`config.mk`:
```
export PLATFORM = sky130hd
export DESIGN_NAME = pipe_issue
export DESIGN_NICKNAME = d
export VERILOG_FILES = /design/src/rtl/pipe_pkg.sv /design/src/rtl/issue_fifo.sv /design/src/rtl/pipe_issue.sv
export SDC_FILE = /design/constraint.sdc
export NUM_CORES = 1
export LEC_CHECK = 0
export ABC_AREA = 1
export BUFFER_PORTS_ARGS = -buffer_cell sky130_fd_sc_hd__buf_2
export CAP_MARGIN = 20
export CORE_AREA = 2 2 159 161
export DETAILED_ROUTE_END_ITERATION = 10
export DIE_AREA = 0 0 161 163
export GPL_ROUTABILITY_DRIVEN = 0
export SYNTH_ARGS = -nofsm -noshare
export SYNTH_HDL_FRONTEND = slang
export SYNTH_SLANG_ARGS = --single-unit
```
`constraint.sdc`:
```
create_clock -name clk1 -period 4.7 [get_ports clk1]
set_clock_uncertainty 0.1 [all_clocks]
set_input_delay 0.235 -clock clk1 [delete_from_list [all_inputs] [get_ports clk1]]
set_output_delay 0.235 -clock clk1 [all_outputs]
set_load 0.05 [all_outputs]
```
`src/rtl/pipe_pkg.sv`:
```
// pipe_pkg: field widths, bit offsets and packed instruction word shared by the issue unit and the pipeline.
package pipe_pkg;
  localparam int REG_W = 4;
  localparam int FUNC_W = 4;
  localparam int ADDR_W = 8;
  localparam int INSTR_W = 24;
  localparam int FUNC_LSB = 20;
  localparam int RS1_LSB = 16;
  localparam int RS2_LSB = 12;
  localparam int RD_LSB = 8;
  localparam int ADDR_LSB = 0;
  typedef struct packed {
    logic [FUNC_W-1:0] func;
    logic [REG_W-1:0]  rs1;
    logic [REG_W-1:0]  rs2;
    logic [REG_W-1:0]  rd;
    logic [ADDR_W-1:0] addr;
  } instr_t;
  function automatic instr_t unpack_instr(input logic [INSTR_W-1:0] w);
    instr_t r;
    r.func = w[FUNC_LSB +: FUNC_W];
    r.rs1 = w[RS1_LSB +: REG_W];
    r.rs2 = w[RS2_LSB +: REG_W];
    r.rd = w[RD_LSB +: REG_W];
    r.addr = w[ADDR_LSB +: ADDR_W];
    return r;
  endfunction
endpackage

```
`src/rtl/issue_fifo.sv`:
```
// issue_fifo: power-of-two circular FIFO with occupancy count and full/empty flags.
module issue_fifo #(
  parameter int DEPTH = 4,
  parameter int W = 24
) (
  input  logic         clk1,
  input  logic         rst_n,
  input  logic         push,
  input  logic         pop,
  input  logic [W-1:0] din,
  output logic [W-1:0] dout,
  output logic         full,
  output logic         empty
);
  localparam int AW = $clog2(DEPTH);
  logic [W-1:0] mem [DEPTH];
  logic [AW-1:0] wp, rp;
  logic [AW:0] cnt;
  assign dout = mem[rp];
  assign full = cnt == (AW+1)'(DEPTH);
  assign empty = cnt == '0;
  always_ff @(posedge clk1 or negedge rst_n) begin
    if (!rst_n) begin
      wp <= '0;
      rp <= '0;
      cnt <= '0;
    end else begin
      if (push) wp <= wp + 1'b1;
      if (pop) rp <= rp + 1'b1;
      cnt <= cnt + {{AW{1'b0}}, push} - {{AW{1'b0}}, pop};
    end
  end
  always_ff @(posedge clk1) begin
    if (push) mem[wp] <= din;
  end
endmodule

```
`src/rtl/pipe_issue.sv`:
```
// pipe_issue: buffered in-order issue unit with RAW scoreboard and issue/stall counters.
// Scoreboard and stall logic are present only when PIPE_ISSUE_HAZARD_EN is defined.
module pipe_issue
  import pipe_pkg::*;
#(
  parameter int DEPTH = 4,
  parameter int HAZ_WIN = 2
) (
  input  logic               clk1,
  input  logic               rst_n,
  input  logic               in_valid,
  output logic               in_ready,
  input  logic [INSTR_W-1:0] in_instr,
  output logic               out_valid,
  output logic [REG_W-1:0]   rs1,
  output logic [REG_W-1:0]   rs2,
  output logic [REG_W-1:0]   rd,
  output logic [FUNC_W-1:0]  func,
  output logic [ADDR_W-1:0]  addr,
  output logic [15:0]        issue_cnt,
  output logic [15:0]        stall_cnt
);
  if (DEPTH < 2 || DEPTH > 16 || (DEPTH & (DEPTH - 1)) != 0 || HAZ_WIN < 1 || HAZ_WIN > 4) begin : g_bad
    $error("pipe_issue: DEPTH or HAZ_WIN out of range");
  end
  logic full, empty, hazard, pop;
  logic [INSTR_W-1:0] head_w;
  instr_t head;
  assign head = unpack_instr(head_w);
  assign in_ready = !full;
  assign pop = !empty && !hazard;
  issue_fifo #(.DEPTH(DEPTH), .W(INSTR_W)) u_fifo (
    .clk1(clk1), .rst_n(rst_n), .push(in_valid && in_ready), .pop(pop),
    .din(in_instr), .dout(head_w), .full(full), .empty(empty)
  );
`ifdef PIPE_ISSUE_HAZARD_EN
  logic [HAZ_WIN-1:0] sb_v;
  logic [REG_W-1:0] sb_rd [HAZ_WIN];
  always_comb begin
    hazard = 1'b0;
    for (int i = 0; i < HAZ_WIN; i++)
      hazard |= sb_v[i] && (sb_rd[i] == head.rs1 || sb_rd[i] == head.rs2);
  end
  // Each slot ages one cycle per edge; a bubble shifts in an invalid slot.
  always_ff @(posedge clk1 or negedge rst_n) begin
    if (!rst_n) begin
      sb_v <= '0;
      for (int i = 0; i < HAZ_WIN; i++) sb_rd[i] <= '0;
      stall_cnt <= '0;
    end else begin
      sb_v[0] <= pop;
      sb_rd[0] <= head.rd;
      for (int i = 1; i < HAZ_WIN; i++) begin
        sb_v[i] <= sb_v[i-1];
        sb_rd[i] <= sb_rd[i-1];
      end
      if (!empty && hazard && stall_cnt != 16'hFFFF) stall_cnt <= stall_cnt + 16'd1;
    end
  end
`else
  assign hazard = 1'b0;
  assign stall_cnt = '0;
`endif
  always_ff @(posedge clk1 or negedge rst_n) begin
    if (!rst_n) begin
      out_valid <= 1'b0;
      func <= '0;
      rs1 <= '0;
      rs2 <= '0;
      rd <= '0;
      addr <= '0;
      issue_cnt <= '0;
    end else begin
      out_valid <= pop;
      if (pop) begin
        func <= head.func;
        rs1 <= head.rs1;
        rs2 <= head.rs2;
        rd <= head.rd;
        addr <= head.addr;
      end
      if (pop && issue_cnt != 16'hFFFF) issue_cnt <= issue_cnt + 16'd1;
    end
  end
endmodule

```
==> out/metrics.cfg <==
[cts]
clock_path_buffers = 2
postCtsSetupBuffers = 0
clk_pin_slew_ns = 0.06
clk_root_buffer_cell = clkbuf_16
cts_made_buffers = 17
cts_tree = built
cts_resized = 0
h-tree-depth = 4
ctsHoldBuffers = 25
clock_sinks = 144
clk_latency_ns = 0.42

[worst_hold_path]
min_path_type = in -> reg

[drt]
route.final.wire_length_mm = 13.4
ant_nets = 0
routed_via_density = 4.11
avgRoutedWirePerCell_um = 13.5
drc_errors = 0
drt_iter0_markers = 284
drtPass1Iterations = 4
via_count = 4070

[timing]
setup_viol = 0
maxSlewViolCount = 0
max_freq_ghz = 0.393
hold_slack_ns = 0.270
relSlewSlack = 0.297
rsz0062_at_grt = false
finalCriticalPeriod_ns = 2.55
worst_slew_pin_slew_ns = 1.05
finalCritPeriodShare = 0.542
finalSetupTns_ns = 0
hold_viol = 0

[power_and_ir_drop]
internal-power_uw = 3040
comb_power_share = 0.334
peakVddDrop_v = 0.000368
power_per_cell_area_nw_per_um2 = 681
switching_share = 0.411
p_clk_frac = 0.277
cellLeakagePower_uw = 0.00300
p_switching_uw = 2120
p_seq_frac = 0.389

[setup_path]
crit_type = reg -> reg
crit_path_cell_trace = nor2_1 > nand2_2 > buf_4 > ha_1 > inv_1 > ha_1 > inv_1 > fa_1 > xnor2_1 > xor2_1
required_ns = 4.94
start_kind = flip-flop
max_stage_delay_ns = 0.52
end_kind = flip-flop
arrival_ns = 2.78
crit_slowest_cell = buf_4
critPathMaxFanout = 57

[final_layout]
multi_input_area_um2 = 1690
ff_latch_area_um2 = 4090
final_common_cell = nor2_1
fin_util = 0.307
nFillCells = 2512
drive_gt1_frac = 0.194
fin_area_um2 = 7560
final_cell_mix = 136 x nor2_1, 96 x edfxtp_1, 73 x nand2_1, 68 x buf_2, 47 x dfrtp_1
areaGrowthSynthToFinish_pct = 24.8
nNetsFinal = 682

[synth]
async_reset_ff_frac = 0.333
synth_edf_count = 96
synth.avg_cell_area_um2 = 11.0
ys.flop_type = edfxtp_1
syn-cell-area_um2 = 6060
ys_ff_latch = 144
synth_cell_type_count = 28
yosysWarnings = 0
synth_seq_area_share = 0.674
synthCells = 553

[floorplanning]
io_pins = 85
rows = 58
die-area_um2 = 26200
die_h_um = 163
initial_utilization = 0.246
core-area_um2 = 24700
die_x_um = 161

[grt]
grt_remaining_overflow = 0
grt_antenna_before_repair = 1
grt_pass1_wl_mm = 21.2
grt_start_max_net_pins = 58
grt_pass1_vias = 3938
grtUsageTotal = 0.106

[place]
hpwlAfterDp_mm = 7.95
io_buffers = 68
placed_area_um2 = 6690

[status]
status = finished clean

[flow_run]
maxCapViolCount = 0

==> layout make-up <==
| cell class | instances | share of cell area |
|---|---|---|
| well taps | 330 | 0.0546 |
| repair buffers | 99 | 0.0840 |
| multi-input cells | 354 | 0.224 |
| flip-flops and latches | 144 | 0.540 |
| clock inverters | 15 | 0.0258 |
| diodes | 1 | 0.000331 |
| inverters | 31 | 0.0154 |
| clock buffers | 17 | 0.0562 |
==> power by group through the flow <==
stage | clock network [µW] | logic (µW) | registers (µW)
finish | 1430 | 1720 | 2010
global route | 1520 | 1900 | 2050
floorplan | 0 | 939 | 2360
global placement | 0 | 1690 | 2030
detailed placement | 0 | 1740 | 2030
CTS | 1460 | 1760 | 2010
==> kinds of logic after synthesis <==
| kind of cell | Yosys count | share of synthesized area |
|---|---|---|
| flops | 144 | 0.674 |
| xor+xnor | 9 | 0.0130 |
| other cells | 1 | 0.000619 |
| compound gates | 78 | 0.0718 |
| buf+inv | 70 | 0.0586 |
| simple gates | 243 | 0.164 |
| fa+ha+maj | 8 | 0.0177 |
==> sequential cells by signal, indices dropped and copies added (netlist names) <==
register and flops:
u_fifo.wp 2, u_fifo.cnt 3, rs2 4, rs1 4
u_fifo.rp 2, issue_cnt 16, rd 4, u_fifo.mem 96
addr 8, func 4, out_valid 1
==> worst max-delay path: cells and delay by family, from the launching register on <==
kind / cells / cell delay [ns]
buffers and inverters: 3 / 0.63
and+or+nand+nor: 2 / 0.15
adders and majority gates: 3 / 0.85
xor gates and xnor gates: 2 / 0.33
DFF: 1 / 0.40
==> stage by stage <==
stage / instances / total power, µW / worst slack, ns
global route: 991 / 5470 / 2.00
finish: 991 / 5150 / 2.15
floorplan: 568 / 3300 / 2.02
CTS: 990 / 5220 / 2.13
detailed placement: 933 / 3770 / 2.13
global placement: 933 / 3720 / 2.20
==> synthesized netlist by cell type, types with 2 or more instances <==
| master | count | area [µm²] |
|---|---|---|
| edfxtp_1 | 96 | 2880 |
| nor2_2 | 4 | 25.0 |
| a31oi_1 | 24 | 150 |
| ha_1 | 7 | 87.6 |
| nor2_1 | 140 | 526 |
| xor2_1 | 6 | 52.6 |
| nor2_4 | 3 | 33.8 |
| inv_2 | 2 | 7.51 |
| nand3_1 | 10 | 50.1 |
| xnor2_1 | 3 | 26.3 |
| clkbuf_1 | 4 | 15.0 |
| nand2_2 | 3 | 18.8 |
| nand3b_1 | 4 | 30.0 |
| o21ai_2 | 4 | 35.0 |
| nand2_1 | 74 | 278 |
| o21ai_0 | 40 | 200 |
| o21ai_1 | 9 | 45.0 |
| inv_1 | 29 | 109 |
| clkbuf_2 | 2 | 10.0 |
| dfrtp_1 | 48 | 1200 |
| nand4_1 | 4 | 25.0 |
| buf_2 | 15 | 75.1 |
| buf_4 | 17 | 128 |
==> layer usage <==
metal  share of wire  GRT usage  vias up
met5               0          0        -
met4           0.013     0.0390        0
met3           0.045     0.0290       14
met2            0.50      0.187      115
met1            0.44      0.125     1923
li1                -          -     2018
==> final timing paths <==
check / start / end / slack, ns / depth (start not counted)
max: u_fifo.cnt[1] / u_fifo.cnt[2] / 2.15 / 10
min: in_valid / u_fifo.wp[0] / 0.27 / 3
max reg2reg: u_fifo.cnt[1] / u_fifo.cnt[2] / 2.15 / 10
min reg2reg: u_fifo.cnt[0] / u_fifo.cnt[0] / 0.40 / 1
max in group asynchronous: rst_n / u_fifo.rp[0] / 3.63 / 3
min in group asynchronous: rst_n / issue_cnt[5] / 0.37 / 3
(Power assumes the default switching activity.)
